**config.mk**
```make
export PLATFORM = sky130hd
export DESIGN_NAME = uart_cmd_framer
export DESIGN_NICKNAME = d
export VERILOG_FILES = /design/src/rtl/plot_cmd_pkg.sv /design/src/rtl/uart_cmd_framer.sv
export SDC_FILE = /design/constraint.sdc
export NUM_CORES = 1
export LEC_CHECK = 0
export ABC_CLOCK_PERIOD_IN_PS = 7400
export CAP_MARGIN = 20
export CELL_PAD_IN_SITES_DETAIL_PLACEMENT = 0
export CELL_PAD_IN_SITES_GLOBAL_PLACEMENT = 1
export CORE_MARGIN = 4
export CORE_UTILIZATION = 40
export CTS_CLUSTER_SIZE = 12
export DETAILED_ROUTE_END_ITERATION = 12
export PLACE_DENSITY_LB_ADDON = 0.08
export SLEW_MARGIN = 15
export SYNTH_ARGS = -nofsm -noshare
export SYNTH_HDL_FRONTEND = slang
export SYNTH_SLANG_ARGS = --single-unit
```
**constraint.sdc**
```tcl
create_clock -name clk -period 7.4 [get_ports clk]
set_input_delay 1.85 -clock clk [delete_from_list [all_inputs] [get_ports clk]]
set_output_delay 1.85 -clock clk [all_outputs]
set_load 0.02 [all_outputs]
```
**src/rtl/plot_cmd_pkg.sv**
```systemverilog
// Shared types and constants for the plotter command framer: FSM states,
// opcode set, frame length and the decoded command record.
package plot_cmd_pkg;

    typedef enum logic [2:0] {
        HUNT,
        OP,
        XH,
        XL,
        YH,
        YL,
        CS,
        OUT
    } state_t;

    localparam logic [7:0] OP_MOVE     = 8'h01;
    localparam logic [7:0] OP_DRAW     = 8'h02;
    localparam logic [7:0] OP_PEN_UP   = 8'h03;
    localparam logic [7:0] OP_PEN_DOWN = 8'h04;
    localparam logic [7:0] OP_HOME     = 8'h05;

    localparam int FRAME_LEN = 7;
    localparam int NUM_OPS   = 5;

    localparam logic [7:0] VALID_OPS [NUM_OPS] = '{
        OP_MOVE, OP_DRAW, OP_PEN_UP, OP_PEN_DOWN, OP_HOME
    };

    typedef struct packed {
        logic [7:0]  op;
        logic [15:0] x;
        logic [15:0] y;
    } plot_cmd_t;

endpackage

```
**src/rtl/uart_cmd_framer.sv**
```systemverilog
// Drains the RX FIFO, hunts for a header byte and assembles checksummed
// plotter command frames, then hands each good command downstream.
module uart_cmd_framer
    import plot_cmd_pkg::*;
#(
    parameter logic [7:0] HDR_BYTE    = 8'hAA,
    parameter int         TIMEOUT_CYC = 312_500,
    parameter int         TO_W        = 19
) (
    input  logic        clk,
    input  logic        reset,
    input  logic        fifo_empty,
    input  logic [7:0]  fifo_data,
    output logic        fifo_pop,
    output logic        cmd_valid,
    input  logic        cmd_ready,
    output logic [7:0]  cmd_op,
    output logic [15:0] cmd_x,
    output logic [15:0] cmd_y,
    output logic        frame_err,
    output logic [15:0] ok_cnt,
    output logic [7:0]  err_cnt
);

    localparam logic [TO_W-1:0] TO_MAX = TO_W'(TIMEOUT_CYC - 1);

    state_t          state_reg, state_next;
    plot_cmd_t       shadow_reg, shadow_next;
    plot_cmd_t       cmd_reg, cmd_next;
    logic [7:0]      xor_reg, xor_next;
    logic [TO_W-1:0] to_cnt_reg, to_cnt_next;
    logic [15:0]     ok_cnt_reg, ok_cnt_next;
    logic [7:0]      err_cnt_reg, err_cnt_next;
    logic            frame_err_reg, frame_err_next;
    logic [NUM_OPS-1:0] op_hit;
    logic            op_ok;
    logic            fail;

    genvar gi;
    generate
        for (gi = 0; gi < NUM_OPS; gi++) begin : g_op_match
            assign op_hit[gi] = (shadow_reg.op == VALID_OPS[gi]);
        end
    endgenerate
    assign op_ok = |op_hit;

    // Popping is held off during reset so no FIFO byte is lost while the FSM is frozen.
    assign fifo_pop = (state_reg != OUT) && !fifo_empty && !reset;

    always_comb begin
        state_next     = state_reg;
        shadow_next    = shadow_reg;
        cmd_next       = cmd_reg;
        xor_next       = xor_reg;
        to_cnt_next    = to_cnt_reg;
        ok_cnt_next    = ok_cnt_reg;
        err_cnt_next   = err_cnt_reg;
        frame_err_next = 1'b0;
        fail           = 1'b0;

        // Inter-byte timer only runs while stalled inside a frame; a pop always wins.
        if (state_reg == HUNT || state_reg == OUT || fifo_pop) begin
            to_cnt_next = '0;
        end else if (fifo_empty) begin
            if (to_cnt_reg == TO_MAX) begin
                fail = 1'b1;
            end else begin
                to_cnt_next = to_cnt_reg + 1'b1;
            end
        end

        case (state_reg)
            HUNT: begin
                if (fifo_pop && fifo_data == HDR_BYTE) begin
                    state_next = OP;
                end
            end
            OP: begin
                if (fifo_pop) begin
                    shadow_next.op = fifo_data;
                    xor_next       = fifo_data;
                    state_next     = XH;
                end
            end
            XH: begin
                if (fifo_pop) begin
                    shadow_next.x[15:8] = fifo_data;
                    xor_next            = xor_reg ^ fifo_data;
                    state_next          = XL;
                end
            end
            XL: begin
                if (fifo_pop) begin
                    shadow_next.x[7:0] = fifo_data;
                    xor_next           = xor_reg ^ fifo_data;
                    state_next         = YH;
                end
            end
            YH: begin
                if (fifo_pop) begin
                    shadow_next.y[15:8] = fifo_data;
                    xor_next            = xor_reg ^ fifo_data;
                    state_next          = YL;
                end
            end
            YL: begin
                if (fifo_pop) begin
                    shadow_next.y[7:0] = fifo_data;
                    xor_next           = xor_reg ^ fifo_data;
                    state_next         = CS;
                end
            end
            CS: begin
                if (fifo_pop) begin
                    if (fifo_data == xor_reg && op_ok) begin
                        cmd_next   = shadow_reg;
                        state_next = OUT;
                    end else begin
                        fail = 1'b1;
                    end
                end
            end
            OUT: begin
                if (cmd_ready) begin
                    ok_cnt_next = ok_cnt_reg + 16'd1;
                    state_next  = HUNT;
                end
            end
            default: state_next = HUNT;
        endcase

        if (fail) begin
            frame_err_next = 1'b1;
            state_next     = HUNT;
            to_cnt_next    = '0;
            if (err_cnt_reg != 8'hFF) begin
                err_cnt_next = err_cnt_reg + 8'd1;
            end
        end
    end

    always_ff @(posedge clk) begin
        if (reset) begin
            state_reg     <= HUNT;
            shadow_reg    <= '0;
            cmd_reg       <= '0;
            xor_reg       <= '0;
            to_cnt_reg    <= '0;
            ok_cnt_reg    <= '0;
            err_cnt_reg   <= '0;
            frame_err_reg <= 1'b0;
        end else begin
            state_reg     <= state_next;
            shadow_reg    <= shadow_next;
            cmd_reg       <= cmd_next;
            xor_reg       <= xor_next;
            to_cnt_reg    <= to_cnt_next;
            ok_cnt_reg    <= ok_cnt_next;
            err_cnt_reg   <= err_cnt_next;
            frame_err_reg <= frame_err_next;
        end
    end

    assign cmd_valid = (state_reg == OUT);
    assign cmd_op    = cmd_reg.op;
    assign cmd_x     = cmd_reg.x;
    assign cmd_y     = cmd_reg.y;
    assign frame_err = frame_err_reg;
    assign ok_cnt    = ok_cnt_reg;
    assign err_cnt   = err_cnt_reg;

endmodule
```
==> summary.md <==
| Metric | Value |
|---|---|
| Ranking of synthesized cells by area | `dfxtp_1, nand2_1, a21oi_1` |
| Vias in the first global route | `4479` |
| Mapped Area | `0.00564 mm2` |
| Via density | `4.98` |
| Antenna-violating nets left | `0` |
| First-pass GRT wire length | `roughly 22000 um` |
| Fillers | `1354` |
| CP peak stage delay | `about 600 ps` |
| Final hold vios | `0` |
| GRT Resource Usage Total | `0.164` |
| H-tree depth | `4` |
| Height of the die | `approximately 130 um` |
| Max Clock Skew | `approximately 6.4 ps` |
| Post-CTS setup buffers | `0` |
| Crit. End Element | `output pin` |
| Post-layout util | `0.513` |
| Slew Viols, Final | `0` |
| Worst slack, placed | `2050 ps` |
| Tmin final | `5350 ps` |
| Hold Buf Count CTS | `0` |
| Setup TNS | `0 ps` |
| Worst Path Class, Setup | `input port to output pin` |
| CTS tree | `yes` |
| Layout cells sized above 1 | `0.0563` |
| Crit-path cells | `clkdlybuf4s50_1, or2_2, nor2_1, clkdlybuf4s50_1` |
| Post-Syn Nets | `between 700 and 800` |
| Clock sinks | `135` |
| Hold Crit Class | `register to register` |
| Starting Density | `0.408` |
| Skew-Pair Late Insertion Delay | `410 ps` |
| Antenna diodes | `0` |
| MaxCap Viol Count | `0` |
| I/O Pins | `79` |
| R2r startpoint | `state_reg[1]$_SDFFE_PP0P_` |
| Synth area leader | `dfxtp_1` |
| Most common cell after layout, fill and taps aside | `nand2_1` |
| Critical Path Most Common Cell | `clkdlybuf4s50_1` |
| Pin count of the biggest net entering global routing | `116` |
| Distinct cell type count after synthesis | `43` |
| Post-CTS sizing | `0` |
| CP max stage cell | `clkdlybuf4s50_1` |
| #FFs+latches synth | `135` |
| Critical path origin | `fifo_empty` |
| Crit path required time | `5550 ps` |
| Final setup margin | `2050 ps` |
| Num rows | `43` |
| Startpoint Class | `input port` |
| I/O Buffers | `just under 80` |
| Post-Route WL | `12800 um` |
| Max Buffers Root-to-Sink | `2` |
| Seq/Total Area, Yosys | `0.479` |
| Syn-to-layout area delta | `25.7%` |
| Initial antenna violation count | `0` |
| Synth warn | `0` |
| Root Driver | `clkbuf_16` |
| Drt drc | `0` |
| DR vias | `approximately 4700` |
| Placer Congestion | `just over 0.8` |
| Top-area cell type share of the netlist area | `0.479` |
| Power per cell area | `221 mW/mm2` |
| Leakage | `2.44 nW` |
| Average size of a mapped cell | `8.17 um2` |
| Peak VDD IR | `about 0.00011 V` |
| CTS buffer count | `17` |
| R2R cell count | `7` |
| Post-DR wirelength/cell | `13.6 um` |
| Status | `finished clean` |
| # setup viols final | `0` |
| Pre-Repair DR Iteration Count | `4` |
| Core area | `~0.014 mm2` |
| Slew HR | `0.257` |
| DR iter-0 viols | `329` |
| Final period utilization | `0.723` |
| HP Start | `cmd_x[0]$_SDFFE_PP0P_` |
| Die Wd | `127 um` |
| Critical Path AT | `3500 ps` |
| Max reg flops | `40` |
| Final net count | `770` |
| CP max FO | `8` |
| Total congestion overflow | `0` |
| Die area | `about 0.016 mm2` |
| Most frequent cells in the layout | `nand2_1, dfxtp_1, clkdlybuf4s50_1` |
| RSZ-0062 raised after global routing | `no` |
| DP HPWL | `~8500 um` |
| Max Freq | `187 MHz` |
| Worst Tran Pin Value | `1110 ps` |
| Cells after Synth | `690` |
| Reg clk slew, reported paths | `~60 ps` |
| Multi-input gate area | `0.00273 mm2` |
| Hold Crit Depth | `2` |
| Register area | `0.00270 mm2` |
## power breakdown
group	internal, W	total [W]	leakage (nW)	switching (W)
logic	0.0000116	0.0000333	1.07	0.0000217
registers	0.000727	0.000727	1.09	0.000000151
clock network	0.000509	0.000808	0.279	0.000300
total	0.00125	0.00157	2.44	0.000321
## layer usage
metal  track usage  share of wire  up-vias
li1              -              -     2429
met1         0.215           0.48     2176
met2         0.260           0.47       83
met3        0.0434          0.038       14
met4        0.0618          0.014        0
met5             0              0        -
## through the flow
step / total power, W / cell area, um2 / hold WS (ps) / instances
after floorplan: 0.000764 / 5640 / 430 / 690
after global placement: 0.000776 / 6520 / 440 / 913
after detailed placement: 0.000777 / 6520 / 444 / 913
after CTS: 0.00159 / 7090 / 451 / 944
after global routing: 0.00162 / 7090 / 463 / 944
final: 0.00157 / 7090 / 446 / 944
## path summary, 6_finish.rpt
kind | end | slack (ps)
min | cmd_x[0]$_SDFFE_PP0P_ | 450
min reg2reg | cmd_x[0]$_SDFFE_PP0P_ | 450
max | fifo_pop | 2050
max reg2reg | xor_reg[3]$_SDFFE_PP0P_ | 4550
## Yosys cell counts, drive strengths merged
master  count
nand3      12
a21oi      53
or3         4
nand3b      1
a211oi      3
dfxtp     135
and4        6
mux2        3
nand2     142
nor3       14
nor4        2
ha          6
clkbuf     33
nand2b     38
nor2       66
buf         9
mux2i      10
nor3b       1
nor2b       5
xor2       25
or4         2
nand4      11
o21ai      57
o31ai       1
a311oi      1
o41ai       1
xnor2      12
inv         8
a41oi       1
or2         2
nor4b       4
a31oi       4
and3       10
and2        6
or4b        1
a22oi       1
## final cells by class
| type | instances | area share |
|---|---|---|
| inverter | 8 | 0.00424 |
| clock buffer | 22 | 0.0655 |
| clock inverter | 9 | 0.0143 |
| timing repair buffer | 85 | 0.117 |
| multi-input combinational | 505 | 0.386 |
| tap | 180 | 0.0318 |
| sequential | 135 | 0.381 |
## cell families after synthesis
family                   share of synthesized area
AND/OR/NAND/NOR                              0.276
adder cells (fa/ha/maj)                     0.0133
XOR/XNOR                                    0.0575
buffers and inverters                       0.0362
AO/OA/AOI/OAI                                0.114
flip-flops                                   0.479
multiplexers                                0.0237
## critical path, delay by kind of cell
kind                   cells  cell delay, ps
buffers and inverters      2            1150
and+or+nand+nor            2             500
No activity file was read; power rests on OpenSTA's default activity.
